## config.mk

```make
export PLATFORM = sky130hd
export DESIGN_NAME = dallanma_cozum_birimi
export DESIGN_NICKNAME = d
export VERILOG_FILES = /design/src/rtl/dallanma_cozum_birimi_pkg.sv /design/src/rtl/dallanma_karsilastirici.sv /design/src/rtl/dallanma_cozum_birimi.sv
export SDC_FILE = /design/constraint.sdc
export NUM_CORES = 1
export LEC_CHECK = 0
export ABC_AREA = 1
export BUFFER_PORTS_ARGS = -buffer_cell sky130_fd_sc_hd__buf_2
export CORE_MARGIN = 2
export CORE_UTILIZATION = 30
export CTS_CLUSTER_DIAMETER = 50
export DETAILED_ROUTE_END_ITERATION = 7
export PLACE_DENSITY = 0.47
export REMOVE_ABC_BUFFERS = 1
export SLEW_MARGIN = 20
export SYNTH_ARGS = -nofsm -noshare
export SYNTH_HDL_FRONTEND = slang
export SYNTH_SLANG_ARGS = --single-unit
```

## constraint.sdc

```tcl
create_clock -name clk_i -period 4.78 [get_ports clk_i]
set_input_delay 0.956 -clock clk_i [delete_from_list [all_inputs] [get_ports clk_i]]
set_output_delay 0.956 -clock clk_i [all_outputs]
set_load 0.03 [all_outputs]
```

## src/rtl/dallanma_cozum_birimi_pkg.sv

```systemverilog
`default_nettype none
// ============================================================================
// Module      : dallanma_cozum_birimi_pkg
// Description : Branch type codes, resolver state encodings and helper.
// Revision    : 1.0 - initial release
// ============================================================================
package dallanma_cozum_birimi_pkg;

  localparam logic [3:0] BRA_BEQ  = 4'd0;
  localparam logic [3:0] BRA_BNE  = 4'd1;
  localparam logic [3:0] BRA_BLT  = 4'd2;
  localparam logic [3:0] BRA_BGE  = 4'd3;
  localparam logic [3:0] BRA_BLTU = 4'd4;
  localparam logic [3:0] BRA_BGEU = 4'd5;
  localparam logic [3:0] BRA_JAL  = 4'd6;
  localparam logic [3:0] BRA_JALR = 4'd7;

  localparam logic [0:0] ST_NORMAL = 1'b0;
  localparam logic [0:0] ST_OLDUR  = 1'b1;

  // Codes 8-15 are reserved and never resolved.
  function automatic logic tur_gecerli(input logic [3:0] tur);
    return ~tur[3];
  endfunction

endpackage
`default_nettype wire

```

## src/rtl/dallanma_karsilastirici.sv

```systemverilog
`default_nettype none
// ============================================================================
// Module      : dallanma_karsilastirici
// Description : Combinational EQ / signed-LT / unsigned-LT direction decision.
// Revision    : 1.0 - initial release
// ============================================================================
module dallanma_karsilastirici
  import dallanma_cozum_birimi_pkg::*;
#(
  parameter int unsigned XLEN = 32
) (
  input  logic [3:0]      buy_turu_i,
  input  logic [XLEN-1:0] rs1_i,
  input  logic [XLEN-1:0] rs2_i,
  output logic            atladi_o
);

  logic w_esit;
  logic w_kucuk_isaretli;
  logic w_kucuk_isaretsiz;

  assign w_esit            = (rs1_i == rs2_i);
  assign w_kucuk_isaretli  = ($signed(rs1_i) < $signed(rs2_i));
  assign w_kucuk_isaretsiz = (rs1_i < rs2_i);

  always_comb begin
    atladi_o = 1'b0;
    case (buy_turu_i)
      BRA_BEQ:  atladi_o = w_esit;
      BRA_BNE:  atladi_o = ~w_esit;
      BRA_BLT:  atladi_o = w_kucuk_isaretli;
      BRA_BGE:  atladi_o = ~w_kucuk_isaretli;
      BRA_BLTU: atladi_o = w_kucuk_isaretsiz;
      BRA_BGEU: atladi_o = ~w_kucuk_isaretsiz;
      BRA_JAL:  atladi_o = 1'b1;
      BRA_JALR: atladi_o = 1'b1;
      default:  atladi_o = 1'b0;
    endcase
  end

endmodule
`default_nettype wire

```

## src/rtl/dallanma_cozum_birimi.sv

```systemverilog
`default_nettype none
// ============================================================================
// Module      : dallanma_cozum_birimi
// Description : Execute-stage branch/jump resolver with registered redirect,
//               predictor update and wrong-path kill window.
//               Optional perf counters: define DALLANMA_PERF_SAYAC_EN.
// Revision    : 1.0 - initial release
// ============================================================================
module dallanma_cozum_birimi
  import dallanma_cozum_birimi_pkg::*;
#(
  parameter int unsigned XLEN      = 32,
  parameter int unsigned PS_W      = 32,
  parameter int unsigned OLU_DONGU = 2,
  parameter int unsigned SAYAC_W   = 32
) (
  input  logic              clk_i,
  input  logic              rst_i,
  input  logic              dur_i,
  input  logic              gecerli_i,
  input  logic [3:0]        buy_turu_i,
  input  logic [PS_W-1:0]   ps_i,
  input  logic [XLEN-1:0]   rs1_i,
  input  logic [XLEN-1:0]   rs2_i,
  input  logic [XLEN-1:0]   anlik_i,
  input  logic              ongoru_atladi_i,
  input  logic [PS_W-1:0]   ongoru_hedef_i,
  output logic              guncelle_gecerli_o,
  output logic              guncelle_atladi_o,
  output logic [PS_W-1:0]   guncelle_ps_o,
  output logic [PS_W-1:0]   guncelle_hedef_o,
  output logic              dallanma_hata_o,
  output logic [PS_W-1:0]   duzeltilmis_ps_o,
`ifdef DALLANMA_PERF_SAYAC_EN
  output logic [SAYAC_W-1:0] top_dallanma_o,
  output logic [SAYAC_W-1:0] hata_sayisi_o,
`endif
  output logic [PS_W-1:0]   baglanti_o
);

  localparam int unsigned SAYAC_K_W = (OLU_DONGU < 1) ? 1 : $clog2(OLU_DONGU + 1);

  logic [0:0]           durum_q, durum_d;
  logic [SAYAC_K_W-1:0] olu_sayac_q, olu_sayac_d;

  logic              guncelle_gecerli_q, guncelle_gecerli_d;
  logic              guncelle_atladi_q, guncelle_atladi_d;
  logic [PS_W-1:0]   guncelle_ps_q, guncelle_ps_d;
  logic [PS_W-1:0]   guncelle_hedef_q, guncelle_hedef_d;
  logic              hata_q, hata_d;
  logic [PS_W-1:0]   duzeltilmis_q, duzeltilmis_d;
  logic [PS_W-1:0]   baglanti_q, baglanti_d;

  logic              w_atladi;
  logic              w_kabul;
  logic              w_hata;
  logic [XLEN-1:0]   w_jalr_toplam;
  logic [PS_W-1:0]   w_hedef;
  logic [PS_W-1:0]   w_sirali_ps;

  dallanma_karsilastirici #(
    .XLEN (XLEN)
  ) u_karsilastirici (
    .buy_turu_i (buy_turu_i),
    .rs1_i      (rs1_i),
    .rs2_i      (rs2_i),
    .atladi_o   (w_atladi)
  );

  assign w_kabul       = gecerli_i & ~dur_i & (durum_q == ST_NORMAL) & tur_gecerli(buy_turu_i);
  assign w_jalr_toplam = rs1_i + anlik_i;
  assign w_hedef       = (buy_turu_i == BRA_JALR) ? {w_jalr_toplam[PS_W-1:1], 1'b0}
                                                  : ps_i + anlik_i[PS_W-1:0];
  assign w_sirali_ps   = ps_i + PS_W'(4);
  // A taken prediction with a stale target is as wrong as a wrong direction.
  assign w_hata        = (w_atladi != ongoru_atladi_i) |
                         (w_atladi & ongoru_atladi_i & (w_hedef != ongoru_hedef_i));

  always_ff @(posedge clk_i or posedge rst_i) begin
    if (rst_i) begin
      durum_q     <= ST_NORMAL;
      olu_sayac_q <= '0;
    end else if (!dur_i) begin
      durum_q     <= durum_d;
      olu_sayac_q <= olu_sayac_d;
    end
  end

  always_comb begin
    durum_d     = durum_q;
    olu_sayac_d = olu_sayac_q;
    case (durum_q)
      ST_NORMAL: begin
        if (w_kabul && w_hata && (OLU_DONGU > 0)) begin
          durum_d     = ST_OLDUR;
          olu_sayac_d = SAYAC_K_W'(OLU_DONGU);
        end
      end
      ST_OLDUR: begin
        olu_sayac_d = olu_sayac_q - 1'b1;
        if (olu_sayac_q == SAYAC_K_W'(1)) begin
          durum_d = ST_NORMAL;
        end
      end
      default: durum_d = ST_NORMAL;
    endcase
  end

  always_comb begin
    guncelle_gecerli_d = w_kabul;
    hata_d             = w_kabul & w_hata;
    guncelle_atladi_d  = guncelle_atladi_q;
    guncelle_ps_d      = guncelle_ps_q;
    guncelle_hedef_d   = guncelle_hedef_q;
    duzeltilmis_d      = duzeltilmis_q;
    baglanti_d         = baglanti_q;
    if (w_kabul) begin
      guncelle_atladi_d = w_atladi;
      guncelle_ps_d     = ps_i;
      guncelle_hedef_d  = w_hedef;
      duzeltilmis_d     = w_atladi ? w_hedef : w_sirali_ps;
      baglanti_d        = w_sirali_ps;
    end
  end

  always_ff @(posedge clk_i or posedge rst_i) begin
    if (rst_i) begin
      guncelle_gecerli_q <= 1'b0;
      guncelle_atladi_q  <= 1'b0;
      guncelle_ps_q      <= '0;
      guncelle_hedef_q   <= '0;
      hata_q             <= 1'b0;
      duzeltilmis_q      <= '0;
      baglanti_q         <= '0;
    end else if (!dur_i) begin
      guncelle_gecerli_q <= guncelle_gecerli_d;
      guncelle_atladi_q  <= guncelle_atladi_d;
      guncelle_ps_q      <= guncelle_ps_d;
      guncelle_hedef_q   <= guncelle_hedef_d;
      hata_q             <= hata_d;
      duzeltilmis_q      <= duzeltilmis_d;
      baglanti_q         <= baglanti_d;
    end
  end

  assign guncelle_gecerli_o = guncelle_gecerli_q;
  assign guncelle_atladi_o  = guncelle_atladi_q;
  assign guncelle_ps_o      = guncelle_ps_q;
  assign guncelle_hedef_o   = guncelle_hedef_q;
  assign dallanma_hata_o    = hata_q;
  assign duzeltilmis_ps_o   = duzeltilmis_q;
  assign baglanti_o         = baglanti_q;

`ifdef DALLANMA_PERF_SAYAC_EN
  logic [SAYAC_W-1:0] top_sayac_q;
  logic [SAYAC_W-1:0] hata_sayac_q;

  // Saturating; w_kabul already excludes stalls and the kill window.
  always_ff @(posedge clk_i or posedge rst_i) begin
    if (rst_i) begin
      top_sayac_q  <= '0;
      hata_sayac_q <= '0;
    end else begin
      if (w_kabul && (top_sayac_q != '1)) begin
        top_sayac_q <= top_sayac_q + 1'b1;
      end
      if (w_kabul && w_hata && (hata_sayac_q != '1)) begin
        hata_sayac_q <= hata_sayac_q + 1'b1;
      end
    end
  end

  assign top_dallanma_o = top_sayac_q;
  assign hata_sayisi_o  = hata_sayac_q;
`endif

endmodule
`default_nettype wire

```

==> reports/results.md <==
| Parameter | Reported | Unit |
|:---|:---|:---|
| Status | finished, final reports clean | - |
| Die ar. | 44500 | um2 |
| Summed instance area of the synthesized netlist | 12800 | um2 |
| Cells after Synth | 2122 | - |
| GRT Overall Usage | 23.1 | % |
| Number of antenna violations at the first check in global routing | 5 | - |
| Starting Density | 30.5 | % |
| Peak ir drop on the vdd network | 246 | uV |
| Y dimension of the die | 211 | um |
| Post-CTS setup buffer count | 0 | - |
| Area of the core | 42100 | um2 |
| Least setup slack across all paths after layout | 0.901 | ns |
| Count of pins over their slew limit | 0 | - |
| Class of the worst hold path | reg2reg | - |
| Warning count from the yosys run | 0 | - |
| Dominant synthesized flop cell | sky130_fd_sc_hd__dfrtp_1 | - |
| Share of the cycle needed by the critical path after routing | 81.1 | % |
| Leading area contributor after synthesis | sky130_fd_sc_hd__dfrtp_1 | - |
| Most common cell on crit path | sky130_fd_sc_hd__nand2_1 | - |
| Vias/cell | 4.70 | - |
| Final count of hold timing violations | 0 | - |
| Crit path largest cell delay | 0.48 | ns |
| Sequential-to-total area share from yosys stat | 25.7 | % |
| Ranking of synthesized cells by area | sky130_fd_sc_hd__dfrtp_1 (26%), sky130_fd_sc_hd__nand2_1 (25%), sky130_fd_sc_hd__inv_1 (10%), sky130_fd_sc_hd__ha_1 (9.4%), sky130_fd_sc_hd__nand3_1 (6.8%) | - |
| Critical Setup Path Class | in2reg | - |
| Final number of setup-violating endpoints | 0 | - |
| WL per Instance | 17.3 | um |
| Share of flip-flops with an asynchronous set or reset after synthesis | 100 | % |
| Switch share | 48.2 | % |
| Layout net count | 2670 | - |
| Maximum capacitance violations | 0 | - |
| Cell types with the highest counts after synthesis | sky130_fd_sc_hd__nand2_1 (851), sky130_fd_sc_hd__inv_1 (355), sky130_fd_sc_hd__nand3_1 (174), sky130_fd_sc_hd__dfrtp_1 (132), sky130_fd_sc_hd__nor2_1 (104) | - |
| Final routed wirelength across all metal layers | 51.2 | mm |
| CTS tree | done | - |
| Largest net degree at the start of global routing | 118 | - |
| Internal power contribution | 3.47 | mW |
| Number of top-level design ports | 300 | - |
| Clock transition at the register clock pins on the worst setup and hold paths after CTS | 0.07 | ns |
| Final clock skew | 0.0138 | ns |
| Crit-path slowest cell | sky130_fd_sc_hd__fa_1 | - |
| Iteration-0 DRC count of the detailed router | 932 | - |
| Top-count cell post-synth | sky130_fd_sc_hd__nand2_1 | - |
| Insertion delay to the later sink of the worst-skew pair | 0.44 | ns |
| Switching power total | 3.23 | mW |
| Worst slew margin relative to its limit | 34.3 | % |
| Hold-fix buffers, CTS | 0 | - |
| Final standard cell utilization of the core | 36.9 | % |
| Wire length of the first global-routing pass | 77.2 | mm |
| GRT overflow | 0 | - |
| Post-detailed-route count of antenna-violating nets | 0 | - |
| Post-synthesis sequential element count | 132 | - |
| Element type at the critical path end | register | - |
| Num CTS Buffers | 17 | - |
| Static leakage | 9.35 | nW |
| Routability-driven placement congestion ratio | 0.934 | - |
| Layout cell share with drive strength beyond 1 | 16.8 | % |
| Critical path startpoint category | input pin | - |
| Placement Rows | 75 | - |
| Detail Placement HPWL | 42.0 | mm |
| Required time of the critical path | 5.12 | ns |
| First drt pass iteration count | 6 | - |
| H-tree level count | 4 | - |
| Post-layout min period | 3.88 | ns |
| Post-detailed-route DRC marker count | 0 | - |
| Post-place setup slack | 0.415 | ns |
| Fmax achieved | 258 | MHz |
| Portion of synthesized cell area occupied by the leading cell type | 25.7 | % |
| TritonCTS sink count | 132 | - |
| Post-cts repair resize count | 0 | - |
| Data arrival, critical path | 4.22 | ns |
| Clock Power Share | 21.6 | % |
| Worst-path fanout max | 5 | - |
| Count of flip-flops with a built-in enable after synthesis | 0 | - |
| Via count of the first global-routing pass | 13300 | - |
| Via total after detailed routing | 13900 | - |
| Number of port buffers | 299 | - |
| Relative contribution of combinational cells to total power | 49.2 | % |
| Sequential fraction of design power | 29.3 | % |
| Average cell area after synthesis | 6.05 | um2 |
| Number of distinct library cell variants in the gate-level netlist after synthesis | 47 | - |
| Area Overhead vs Synth | 21.0 | % |
| Buffer levels on the longest clock path | 2 | - |
| RSZ-0062 raised after global routing | no | - |
| Clk root buf | sky130_fd_sc_hd__clkbuf_16 | - |
| Total power per unit cell area | 431 | nW/um2 |
| Slew at the pin closest to its max-slew limit | 0.986 | ns |
| Chip Width | 211 | um |
-- power groups by stage --
stage	clock [mW]	sequential, mW	combinational, mW
2_1_floorplan	0	2.98	1.17
3_3_place_gp	0	1.97	3.29
3_5_place_dp	0	1.97	3.31
4_1_cts	1.48	1.96	3.31
5_1_grt	1.52	2.03	3.62
6_report	1.44	1.96	3.29
-- metrics by stage --
step	area, um2	hold WS (ns)	setup TNS [ns]	power (mW)	instances
6_report	15500	0.466	0	6.70	2960
5_1_grt	15500	0.492	0	7.17	2960
4_1_cts	15500	0.468	0	6.75	2955
3_5_place_dp	14900	0.453	0	5.28	2923
3_3_place_gp	14900	0.448	0	5.26	2923
2_1_floorplan	12600	0.476	-625.41	4.15	2074
-- cell usage in the layout (no fill, tap or decap), types with 3 or more instances in the layout --
cell type	synthesis	final
sky130_fd_sc_hd__clkinv_1	4	3
sky130_fd_sc_hd__and2_1	6	6
sky130_fd_sc_hd__nor2_2	11	11
sky130_fd_sc_hd__dfrtp_1	132	132
sky130_fd_sc_hd__ha_1	96	96
sky130_fd_sc_hd__nand4_1	49	49
sky130_fd_sc_hd__buf_2	12	299
sky130_fd_sc_hd__nand3b_1	19	19
sky130_fd_sc_hd__a21oi_1	54	54
sky130_fd_sc_hd__diode_2	0	5
sky130_fd_sc_hd__a21o_1	4	4
sky130_fd_sc_hd__xnor2_1	14	14
sky130_fd_sc_hd__bufinv_16	0	4
sky130_fd_sc_hd__inv_1	355	354
sky130_fd_sc_hd__inv_2	14	14
sky130_fd_sc_hd__nor2_4	9	9
sky130_fd_sc_hd__nand2_2	9	9
sky130_fd_sc_hd__nand2_1	851	851
sky130_fd_sc_hd__nand3_2	8	8
sky130_fd_sc_hd__o21ai_0	87	87
sky130_fd_sc_hd__nor2_1	104	104
sky130_fd_sc_hd__xor2_1	27	27
sky130_fd_sc_hd__o21ai_1	8	8
sky130_fd_sc_hd__nand3_1	174	174
sky130_fd_sc_hd__clkinv_4	0	3
sky130_fd_sc_hd__inv_6	0	6
sky130_fd_sc_hd__clkbuf_16	0	17
sky130_fd_sc_hd__nor3_1	15	15
sky130_fd_sc_hd__buf_4	3	9
-- worst max-delay path, delay by kind of cell --
family / cells / cell delay, ns
buf+inv: 1 / 0.11
simple gates: 22 / 2.38
fa+ha+maj: 2 / 0.77
-- final cells by class --
type	instances	area (um2)
well taps	539	674
inverters	373	1410
clock inverters	14	199
clock buffers	18	429
fillers	4746	26600
diodes	5	12.5
repair buffers	310	1600
flip-flops and latches	132	3300
multi-input cells	1569	7900
-- path summary, 6_finish.rpt --
path	end	slack (ns)	startpoint	depth (start not counted)
hold / removal	guncelle_ps_o[17]$_DFFE_PP0P_	0.47	guncelle_ps_o[17]$_DFFE_PP0P_	2
setup / recovery	olu_sayac_q[1]$_DFFE_PP0P_	0.90	ps_i[0]	25
setup reg to reg	duzeltilmis_ps_o[2]$_DFFE_PP0P_	2.52	durum_q$_DFFE_PP0N_	8
hold reg to reg	guncelle_ps_o[17]$_DFFE_PP0P_	0.47	guncelle_ps_o[17]$_DFFE_PP0P_	2
max in group asynchronous	baglanti_o[5]$_DFFE_PP0P_	3.01	rst_i	3
min in group asynchronous	duzeltilmis_ps_o[21]$_DFFE_PP0P_	0.74	rst_i	2
-- sequential cells by signal, indices dropped and copies added, names as in the netlist --
register            flops
olu_sayac_q             2
durum_q                 1
dallanma_hata_o         1
guncelle_hedef_o       32
guncelle_gecerli_o      1
duzeltilmis_ps_o       32
guncelle_atladi_o       1
baglanti_o             30
guncelle_ps_o          32
-- layer usage --
metal	GRT usage, %	wire [um]	up-vias
li1	-	-	7165
met1	32.7	25100	6386
met2	36.2	22700	311
met3	3.48	2380	37
met4	6.65	1030	0
met5	0	0	-
-- cell families (layout without fill, tap and decap cells) --
kind of cell               Yosys count  count (layout)  share of synthesized area, %
and+or+nand+nor                   1268            1268                          42.4
buffers and inverters              421             715                          12.7
AOI/OAI and AO/OA                  161             161                          6.59
DFF                                132             132                          25.7
adders and majority gates           98              98                          9.67
xor gates and xnor gates            41              41                          2.80
muxes                                1               1                        0.0780
other                                0               5                             0
No activity file was read; power rests on OpenSTA's default activity.
